## config.mk

```make
export PLATFORM = sky130hd
export DESIGN_NAME = branch_predictor
export DESIGN_NICKNAME = d
export VERILOG_FILES = /design/src/rtl/branch_predictor_pkg.sv /design/src/rtl/branch_predictor_pht.sv /design/src/rtl/branch_predictor.sv
export SDC_FILE = /design/constraint.sdc
export NUM_CORES = 1
export LEC_CHECK = 0
export ABC_AREA = 1
export BUFFER_PORTS_ARGS = -buffer_cell sky130_fd_sc_hd__buf_4
export CORE_MARGIN = 4
export CORE_UTILIZATION = 50
export CTS_CLUSTER_SIZE = 28
export DETAILED_ROUTE_END_ITERATION = 8
export PLACE_DENSITY = 0.69
export SETUP_SLACK_MARGIN = 0.2
export SLEW_MARGIN = 20
export SYNTH_ARGS = -nofsm -noshare
export SYNTH_HDL_FRONTEND = slang
export SYNTH_SLANG_ARGS = --single-unit
```

## constraint.sdc

```tcl
create_clock -name clk -period 2.85 [get_ports clk]
set_input_delay 0.855 -clock clk [delete_from_list [all_inputs] [get_ports clk]]
set_output_delay 0.855 -clock clk [all_outputs]
set_load 0.02 [all_outputs]
```

## src/rtl/branch_predictor_pkg.sv

```systemverilog
// Shared types for the LC-3b branch predictor: opcodes, 2-bit counter states and the
// prediction tag carried down the pipeline barriers.
package branch_predictor_pkg;

   typedef enum logic [3:0] {
      op_br  = 4'b0000, op_add = 4'b0001, op_ldb = 4'b0010, op_stb = 4'b0011,
      op_jsr = 4'b0100, op_and = 4'b0101, op_ldw = 4'b0110, op_stw = 4'b0111,
      op_rti = 4'b1000, op_not = 4'b1001, op_ldi = 4'b1010, op_sti = 4'b1011,
      op_jmp = 4'b1100, op_shf = 4'b1101, op_lea = 4'b1110, op_trap = 4'b1111
   } lc3b_opcode;

   typedef enum logic [1:0] {SNT = 2'd0, WNT = 2'd1, WT = 2'd2, ST = 2'd3} lc3b_bp_counter;

   // Index field sized for the largest supported table (INDEX_BITS <= 8).
   typedef struct packed {
      logic       valid;
      logic       prediction;
      logic [7:0] index;
   } lc3b_bp_tag;

   localparam logic [15:0] BP_STAT_MAX = 16'hFFFF;

endpackage

```

## src/rtl/branch_predictor_pht.sv

```systemverilog
// Pattern history table: 2-bit saturating counters, async read, one synchronous
// saturating update per cycle, async reset of every entry to weakly-not-taken.
module bp_pht
   import branch_predictor_pkg::*;
#(
   parameter int INDEX_BITS = 5
) (
   input  logic                  clk,
   input  logic                  reset_n,
   input  logic [INDEX_BITS-1:0] rd_idx_i,
   output lc3b_bp_counter        rd_ctr_o,
   input  logic                  upd_en_i,
   input  logic [INDEX_BITS-1:0] upd_idx_i,
   input  logic                  upd_taken_i
);

   localparam int DEPTH = 1 << INDEX_BITS;

   lc3b_bp_counter ctr_q [DEPTH];
   lc3b_bp_counter upd_d;

   // Read returns the pre-edge value even when the same entry is being updated.
   assign rd_ctr_o = ctr_q[rd_idx_i];

   always_comb begin
      upd_d = ctr_q[upd_idx_i];
      if (upd_taken_i) begin
         if (ctr_q[upd_idx_i] != ST) upd_d = lc3b_bp_counter'(ctr_q[upd_idx_i] + 2'd1);
      end else begin
         if (ctr_q[upd_idx_i] != SNT) upd_d = lc3b_bp_counter'(ctr_q[upd_idx_i] - 2'd1);
      end
   end

   always_ff @(posedge clk or negedge reset_n) begin
      if (!reset_n) begin
         for (int i = 0; i < DEPTH; i++) ctr_q[i] <= WNT;
      end else if (upd_en_i) begin
         ctr_q[upd_idx_i] <= upd_d;
      end
   end

endmodule

```

## src/rtl/branch_predictor.sv

```systemverilog
// Branch-direction predictor: PHT lookup at IF, tag chain to EX_MEM, training and
// statistics when a BR leaves MEM. Define BRANCH_PREDICTOR_GSHARE_EN for gshare indexing.
module branch_predictor
   import branch_predictor_pkg::*;
#(
   parameter int INDEX_BITS   = 5,
   parameter int HISTORY_BITS = 5
) (
   input  logic        clk,
   input  logic        reset_n,
   input  logic [15:0] stage_IF_pc,
   input  logic        barrier_IF_ID_load,
   input  logic        barrier_ID_EX_load,
   input  logic        barrier_EX_MEM_load,
   input  logic        barrier_MEM_WB_load,
   input  logic        barrier_IF_ID_reset,
   input  logic        barrier_ID_EX_reset,
   input  logic        barrier_EX_MEM_reset,
   input  logic        barrier_EX_MEM_valid,
   input  lc3b_opcode  barrier_EX_MEM_opcode,
   input  logic        stage_MEM_br_en,
   output logic        stage_IF_prediction,
   output logic        branch_prediction,
   output logic [15:0] bp_branch_count,
   output logic [15:0] bp_mispredict_count
);

   logic [INDEX_BITS-1:0] if_idx;
   lc3b_bp_counter        if_ctr;
   lc3b_bp_tag            if_tag, if_id_q, id_ex_q, ex_mem_q;
   logic                  resolve;
   logic [15:0]           br_cnt_q, mis_cnt_q;

`ifdef BRANCH_PREDICTOR_GSHARE_EN
   logic [HISTORY_BITS-1:0] ghr_q;
   assign if_idx = stage_IF_pc[INDEX_BITS:1] ^ INDEX_BITS'(ghr_q);

   always_ff @(posedge clk or negedge reset_n) begin
      if (!reset_n)     ghr_q <= '0;
      else if (resolve) ghr_q <= {ghr_q[HISTORY_BITS-2:0], stage_MEM_br_en};
   end
`else
   assign if_idx = stage_IF_pc[INDEX_BITS:1];
`endif

   bp_pht #(.INDEX_BITS(INDEX_BITS)) u_pht (
      .clk         (clk),
      .reset_n     (reset_n),
      .rd_idx_i    (if_idx),
      .rd_ctr_o    (if_ctr),
      .upd_en_i    (resolve),
      .upd_idx_i   (ex_mem_q.index[INDEX_BITS-1:0]),
      .upd_taken_i (stage_MEM_br_en)
   );

   assign stage_IF_prediction = if_ctr[1];
   assign if_tag = '{valid: 1'b1, prediction: if_ctr[1], index: 8'(if_idx)};

   // Flush beats load at every barrier.
   always_ff @(posedge clk or negedge reset_n) begin
      if (!reset_n) begin
         if_id_q  <= '0;
         id_ex_q  <= '0;
         ex_mem_q <= '0;
      end else begin
         if (barrier_IF_ID_reset)       if_id_q  <= '0;
         else if (barrier_IF_ID_load)   if_id_q  <= if_tag;
         if (barrier_ID_EX_reset)       id_ex_q  <= '0;
         else if (barrier_ID_EX_load)   id_ex_q  <= if_id_q;
         if (barrier_EX_MEM_reset)      ex_mem_q <= '0;
         else if (barrier_EX_MEM_load)  ex_mem_q <= id_ex_q;
      end
   end

   assign branch_prediction = ex_mem_q.valid & ex_mem_q.prediction;

   // Fires only on the cycle the branch moves into WB, so a stalled BR trains once.
   assign resolve = barrier_MEM_WB_load & barrier_EX_MEM_valid &
                    (barrier_EX_MEM_opcode == op_br) & ex_mem_q.valid;

   always_ff @(posedge clk or negedge reset_n) begin
      if (!reset_n) begin
         br_cnt_q  <= '0;
         mis_cnt_q <= '0;
      end else if (resolve) begin
         if (br_cnt_q != BP_STAT_MAX) br_cnt_q <= br_cnt_q + 16'd1;
         if ((ex_mem_q.prediction != stage_MEM_br_en) && (mis_cnt_q != BP_STAT_MAX))
            mis_cnt_q <= mis_cnt_q + 16'd1;
      end
   end

   assign bp_branch_count     = br_cnt_q;
   assign bp_mispredict_count = mis_cnt_q;

   logic unused_bits;
   assign unused_bits = ^{stage_IF_pc[15:INDEX_BITS+1], stage_IF_pc[0], if_ctr[0],
                          ex_mem_q.index[7:INDEX_BITS], 1'(HISTORY_BITS)};

endmodule

```

==> metrics.cfg, run 1 <==
[logic_synthesis]
synth_nets=952
synthDistinctLibCells=32
yosys.area.top_type=dfrtp_1
ys_seq_elements=117
synthArstFlopShare_pct=100.0
synth-edff-count=0
syn_area_sq_um=6518
syn_avg_cell_area_sq_um=7.092
synth_top_area_share_pct=32.64
ys_seq_area_share_pct=45.54
synthCells=919
netlist_top_cells_area=dfrtp_1 33%, nand2_1 22%, dfstp_2 13%
synth-main-ff-cell=dfrtp_1
yosys_warnings=0

[clocking]
cts-buffers-inserted=17
cts_tree=built
cts.sinks=117
cts_root_buf=clkbuf_16
path_clk_slew_ns=0.05
cts_buffer_depth=2
clk_latency_ns=0.42
htree_levels=4

[routing]
routed_wl_mm=17.14
route.vias.total=6097
route.detailed.drc=0
final_antenna_net_count=0
post_drt_wl_per_cell_um=14.55
first_pass_iters=5
viasPerCell=5.176
drt_first_iter_violations=555

[cells_and_area]
antenna_cells=0
post-route-util_pct=62.64
layout_common_cells=381 x nand2_1, 98 x nand3_1, 97 x inv_1
final_common_cell=nand2_1
areaGrowthSynthToFinish_pct=21.79
drive_gt1_share_pct=17.00
layout.nets=1026

[global_routing]
met3_usage_pct=5.989
grt.busiest_layer=met2
met2_usage_pct=39.09
first_global_vias=5893
grt_use_total_pct=24.60
grt_max_degree=45
grt_pass1_wl_mm=28.60
grt_use_met1_pct=32.66
antenna_found_initial=0
gr-total-overflow=0

[worst_setup_path]
critPathKind=input port to output pin
slowest_delay_ns=0.17
cp_slowest_cell=clkinvlp_4
crit_path_max_fanout=8
path_buf_inv=3
path_delay_family=simple AND/OR/NAND/NOR gates
end_kind=output pin
worstPathArrival_ns=1.90
crit_required_ns=2.00
cp-start-kind=input port
crit_chain=buf_12 > clkinvlp_4 > nand3_2 > nand2_2 > a21oi_2 > o31ai_2 > nand3_1 > and2_4 > buf_6

[timing]
finClkSkew_ns=0.005839
fin_crit_sh_pct=96.62
fmaxAchievable_mhz=363.2
tightest_slew_ns=0.6100
rsz0062_at_grt=true
slew_headroom_pct=59.33
fin_ws_ns=0.09632
setup_viol=0
maxSlewViolCount=0
final.min_clock_period_ns=2.754
final-hold-violation-count=0

[floorplan]
start_util_pct=51.44
io-pin-count=65
die-area_sq_um=14930
die-width_um=122.2
core_area_sq_um=12670
rows=41
die_y_um=122.2

[power_and_ir_drop]
p_total_mw=4.127
p_leak_nw=4.003
ir_drop_v=0.0004035
powerDensity_nw_per_um2=520.0

[placement]
dp_slack_ns=-0.04367
io_buffers=53
globalplace.congestion=0.8930
dpl.hpwl_mm=11.68

[run]
maxCapViolCount=0

[min_path]
hp-class=input port to asynchronous set/reset pin

[run_status]
status=finished clean

final timing paths:
path	endpoint	slack, ns	cells after the start	startpoint
setup / recovery	stage_IF_prediction	0.1	9	stage_IF_pc[2]
min in group clk	u_pht.ctr_q[20]	0.46	2	u_pht.ctr_q[20]
hold / removal	id_ex_q[0]	0.44	1	reset_n
max in group asynchronous	u_pht.ctr_q[32]	1.70	2	reset_n
setup reg to reg	u_pht.ctr_q[10]	0.57	12	ex_mem_q[0]
hold reg to reg	u_pht.ctr_q[20]	0.46	2	u_pht.ctr_q[20]
stage by stage:
stage / instances / TNS (ns) / hold slack, ns / cell area (sq um)
final: 1178 / 0 / 0.4443 / 7938
after global routing: 1178 / 0 / 0.4704 / 7938
after detailed placement: 1138 / -0.04367 / 0.4552 / 7166
after global placement: 1138 / -0.03093 / 0.4545 / 7166
after floorplan: 919 / 0 / 0.4465 / 6546
after CTS: 1176 / 0 / 0.4491 / 7919
per-layer routing:
layer / vias to the layer above / wire [um]
met1: 2827 / 7788
met5: - / 0
met3: 33 / 1080
met2: 207 / 7873
li1: 3030 / -
met4: 0 / 402
state kept, by name, indices dropped and copies added (netlist names):
name,count
ex_mem_q,7
if_id_q,7
id_ex_q,7
bp_branch_count,16
u_pht.ctr_q,64
bp_mispredict_count,16
synth_stat cells (10+ instances only):
library cell / number
buf_2: 11
buf_4: 10
dfrtp_1: 85
dfstp_2: 32
inv_1: 99
nand2_1: 382
nand3_1: 100
nor2_1: 63
nor3_1: 20
o21ai_0: 22
o22ai_1: 19
xor2_1: 20
where the power goes:
part           internal (mW)  total [mW]  switching, mW  leakage, nW
Clock                   1.43        2.19          0.757        0.296
Sequential              1.68        1.69         0.0103         1.45
Combinational         0.0942       0.244          0.150         2.25
Total                   3.21        4.13          0.917         4.00
logic make-up after synthesis:
| logic type | synth area share (%) |
|---|---|
| compound gates | 4.243 |
| flops | 45.54 |
| xor+xnor | 3.763 |
| fa+ha+maj | 0.3839 |
| buf+inv | 8.792 |
| simple gates | 37.28 |
final cells by class:
| type | instances | area [sq um] |
|---|---|---|
| inverter | 104 | 406.6 |
| fill | 1169 | 4733 |
| clock inverter | 10 | 130.1 |
| timing repair buffer | 86 | 734.5 |
| sequential | 117 | 2968 |
| tap | 172 | 215.2 |
| clock buffer | 22 | 474.2 |
| multi-input combinational | 667 | 3009 |
timing repair:
action,in CTS,in global routing
cloned,1,0
resized for setup,25,1
pin swaps,12,5
setup endpoints to repair,1,1
hold buffers,0,0
setup buffers,5,2
Note: power is estimated with default switching activity, not from simulation.
==> inputs of run 2 (changes only) <==
--- a/config.mk
+++ b/config.mk
@@ -12,7 +12,6 @@
 export CTS_CLUSTER_SIZE = 28
 export DETAILED_ROUTE_END_ITERATION = 8
 export PLACE_DENSITY = 0.69
-export SETUP_SLACK_MARGIN = 0.2
 export SLEW_MARGIN = 20
 export SYNTH_ARGS = -nofsm -noshare
 export SYNTH_HDL_FRONTEND = slang
==> run 2 against run 1 <==
  * Register-to-register slack hardly changed
  * Largest cell class unchanged
  * Sequential power about the same
  * Global-route usage rose by 0.61 points
  * Critical endpoint unchanged
==> metrics.cfg, run 2 (synthesis results as in run 1) <==
[routing]
final_antenna_net_count=0  ; unchanged
post_drt_wl_per_cell_um=15.30  ; was 14.55 um
route.vias.total=6142  ; was 6097
drt_first_iter_violations=734  ; was 555
routed_wl_mm=17.92  ; was 17.14 mm
viasPerCell=5.245  ; was 5.176
first_pass_iters=5  ; unchanged
route.detailed.drc=0  ; unchanged

[placement]
globalplace.congestion=0.8855  ; was 0.8930
io_buffers=53  ; unchanged
dpl.hpwl_mm=11.94  ; was 11.68 mm

[floorplan]
die-area_sq_um=14930  ; unchanged
rows=41  ; unchanged
die-width_um=122.2  ; unchanged
die_y_um=122.2  ; unchanged
io-pin-count=65  ; unchanged
start_util_pct=51.44  ; unchanged
core_area_sq_um=12670  ; unchanged

[cells_and_area]
largest_reg_flops=64  ; unchanged
nFillCells=1165  ; was 1169
antenna_cells=0  ; unchanged
drive_gt1_share_pct=16.32  ; was 17.00%
layout_common_cells=382 x nand2_1, 98 x nand3_1, 97 x inv_1  ; was 381 x nand2_1, 98 x nand3_1, 97 x inv_1
final_common_cell=nand2_1  ; unchanged
layout.nets=1019  ; was 1026
top_register=u_pht.ctr_q  ; unchanged
post-route-util_pct=62.09  ; was 62.64%
areaGrowthSynthToFinish_pct=20.71  ; was 21.79%

[clocking]
cts_buffer_depth=2  ; unchanged
cts.sinks=117  ; unchanged
htree_levels=4  ; unchanged
cts-buffers-inserted=17  ; unchanged
path_clk_slew_ns=0.06  ; was 0.05 ns
cts_root_buf=clkbuf_16  ; unchanged
cts_tree=built  ; unchanged
clk_latency_ns=0.43  ; was 0.42 ns

[timing]
setup_viol=0  ; unchanged
final.min_clock_period_ns=2.835  ; was 2.754 ns
final-hold-violation-count=0  ; unchanged
fmaxAchievable_mhz=352.7  ; was 363.2 MHz
fin_crit_sh_pct=99.49  ; was 96.62%
slew_headroom_pct=63.22  ; was 59.33%
finClkSkew_ns=0.009013  ; was 0.005839 ns
tightest_slew_ns=0.5474  ; was 0.6100 ns
hold_slack_ns=0.3723  ; was 0.4443 ns
maxSlewViolCount=0  ; unchanged

[run_status]
status=finished clean  ; unchanged

[worst_setup_path]
cp-startpoint=stage_IF_pc[1]  ; was stage_IF_pc[2]
critPathKind=input port to output pin  ; unchanged
cp_slowest_cell=o31ai_2  ; was clkinvlp_4
crit_chain=buf_8 > clkinvlp_4 > nor2_1 > nor2_1 > o31ai_2 > nand3_2 > and2_4 > buf_6  ; was buf_12 > clkinvlp_4 > nand3_2 > nand2_2 > a21oi_2 > o31ai_2 > nand3_1 > and2_4 > buf_6
reg2reg_to=u_pht.ctr_q[40]  ; was u_pht.ctr_q[10]
worst_path_most_repeated_cell=nor2_1
path_delay_family=simple AND/OR/NAND/NOR gates  ; unchanged
slowest_delay_ns=0.27  ; was 0.17 ns
worstPathArrival_ns=1.98  ; was 1.90 ns
r2r-start=ex_mem_q[0]  ; unchanged
r2r_cells=12  ; unchanged
path_buf_inv=3  ; unchanged
crit_required_ns=2.00  ; about the same
end_kind=output pin  ; unchanged
regToRegSetupSlack_ns=0.58  ; was 0.57 ns
crit_path_max_fanout=8  ; unchanged
cp-start-kind=input port  ; unchanged

[global_routing]
grt_use_total_pct=25.21  ; was 24.60%
antenna_found_initial=0  ; unchanged
first_global_vias=5789  ; was 5893
grt_max_degree=40  ; was 45
grt_pass1_wl_mm=29.21  ; was 28.60 mm
gr-total-overflow=0  ; unchanged

[power_and_ir_drop]
p_leak_nw=3.942  ; was 4.003 nW
p_total_mw=4.125  ; was 4.127 mW
ir_drop_v=0.0004664  ; was 0.0004035 V
powerDensity_nw_per_um2=524.4  ; was 520.0 nW/um^2

[min_path]
hp-class=input port to asynchronous set/reset pin  ; unchanged

[run]
maxCapViolCount=0  ; unchanged

## run 2: cell types whose count changed in the layout (fill, tap and decap cells not counted), sizes merged
cell      previous run  this run
inv                102       101
buf                 86        78
clkbuf              22        19
clkinv               6         7
clkinvlp             3         7
## run 2: report_power, final
part	internal, mW	switching (mW)	total [mW]
Combinational	0.0827	0.154	0.236
Clock	1.39	0.807	2.20
Sequential	1.68	0.0102	1.69
Total	3.15	0.971	4.13
## run 2: worst register-to-register path, cell delays in order (launching register included)
cell	delay (ns)
dfrtp_1	0.42
buf_4	0.24
nor2_1	0.35
nand2_1	0.10
nand3_1	0.09
nand2_1	0.05
nand2_1	0.13
nor2_1	0.08
nand2_1	0.07
nand2_2	0.26
buf_12	0.27
nand3_1	0.08
nand2_1	0.06
## run 2: worst max-delay path by stage
stage / end / cells past startpoint
3_5_place_dp: stage_IF_prediction / 10
6_report: stage_IF_prediction / 8
4_1_cts: stage_IF_prediction / 8
2_1_floorplan: stage_IF_prediction / 8
5_1_grt: stage_IF_prediction / 8
3_3_place_gp: stage_IF_prediction / 10
## run 2: through the flow
step	worst slack, ns	area, sq um	TNS [ns]	std cells
CTS	0.02037	7805	0	1169
detailed placement	-0.1641	7176	-0.1641	1135
floorplan	0.04012	6519	0	919
global route	-0.04799	7868	-0.04799	1171
global placement	-0.1132	7176	-0.1132	1135
finish	0.01459	7868	0	1171
## run 2: area by class of cell
type,instances,area [sq um],area share (%)
Multi-Input combinational cell,667,3008,38.23
Timing Repair Buffer,78,670.6,8.524
Clock buffer,19,442.9,5.630
Inverter,104,397.9,5.057
Clock inverter,13,157.7,2.004
Sequential cell,117,2968,37.72
Timing Repair inverter,1,7.507,0.09542
Tap cell,172,215.2,2.735
## run 2: timing repair
action | in CTS | in global routing
setup endpoints to repair | 1 | 1
setup buffers | 1 | 2
pin swaps | 2 | 7
hold buffers | 0 | 0
gates resized for setup | 6 | 15
cloned | 1 | 0
## run 2: layer usage
layer	vias to the layer above	global-route usage [%]	wire length, um
li1	3020	-	-
met4	0	9.167	380
met1	2870	33.94	7927
met3	30	4.735	1157
met2	222	40.75	8452
met5	-	0	0
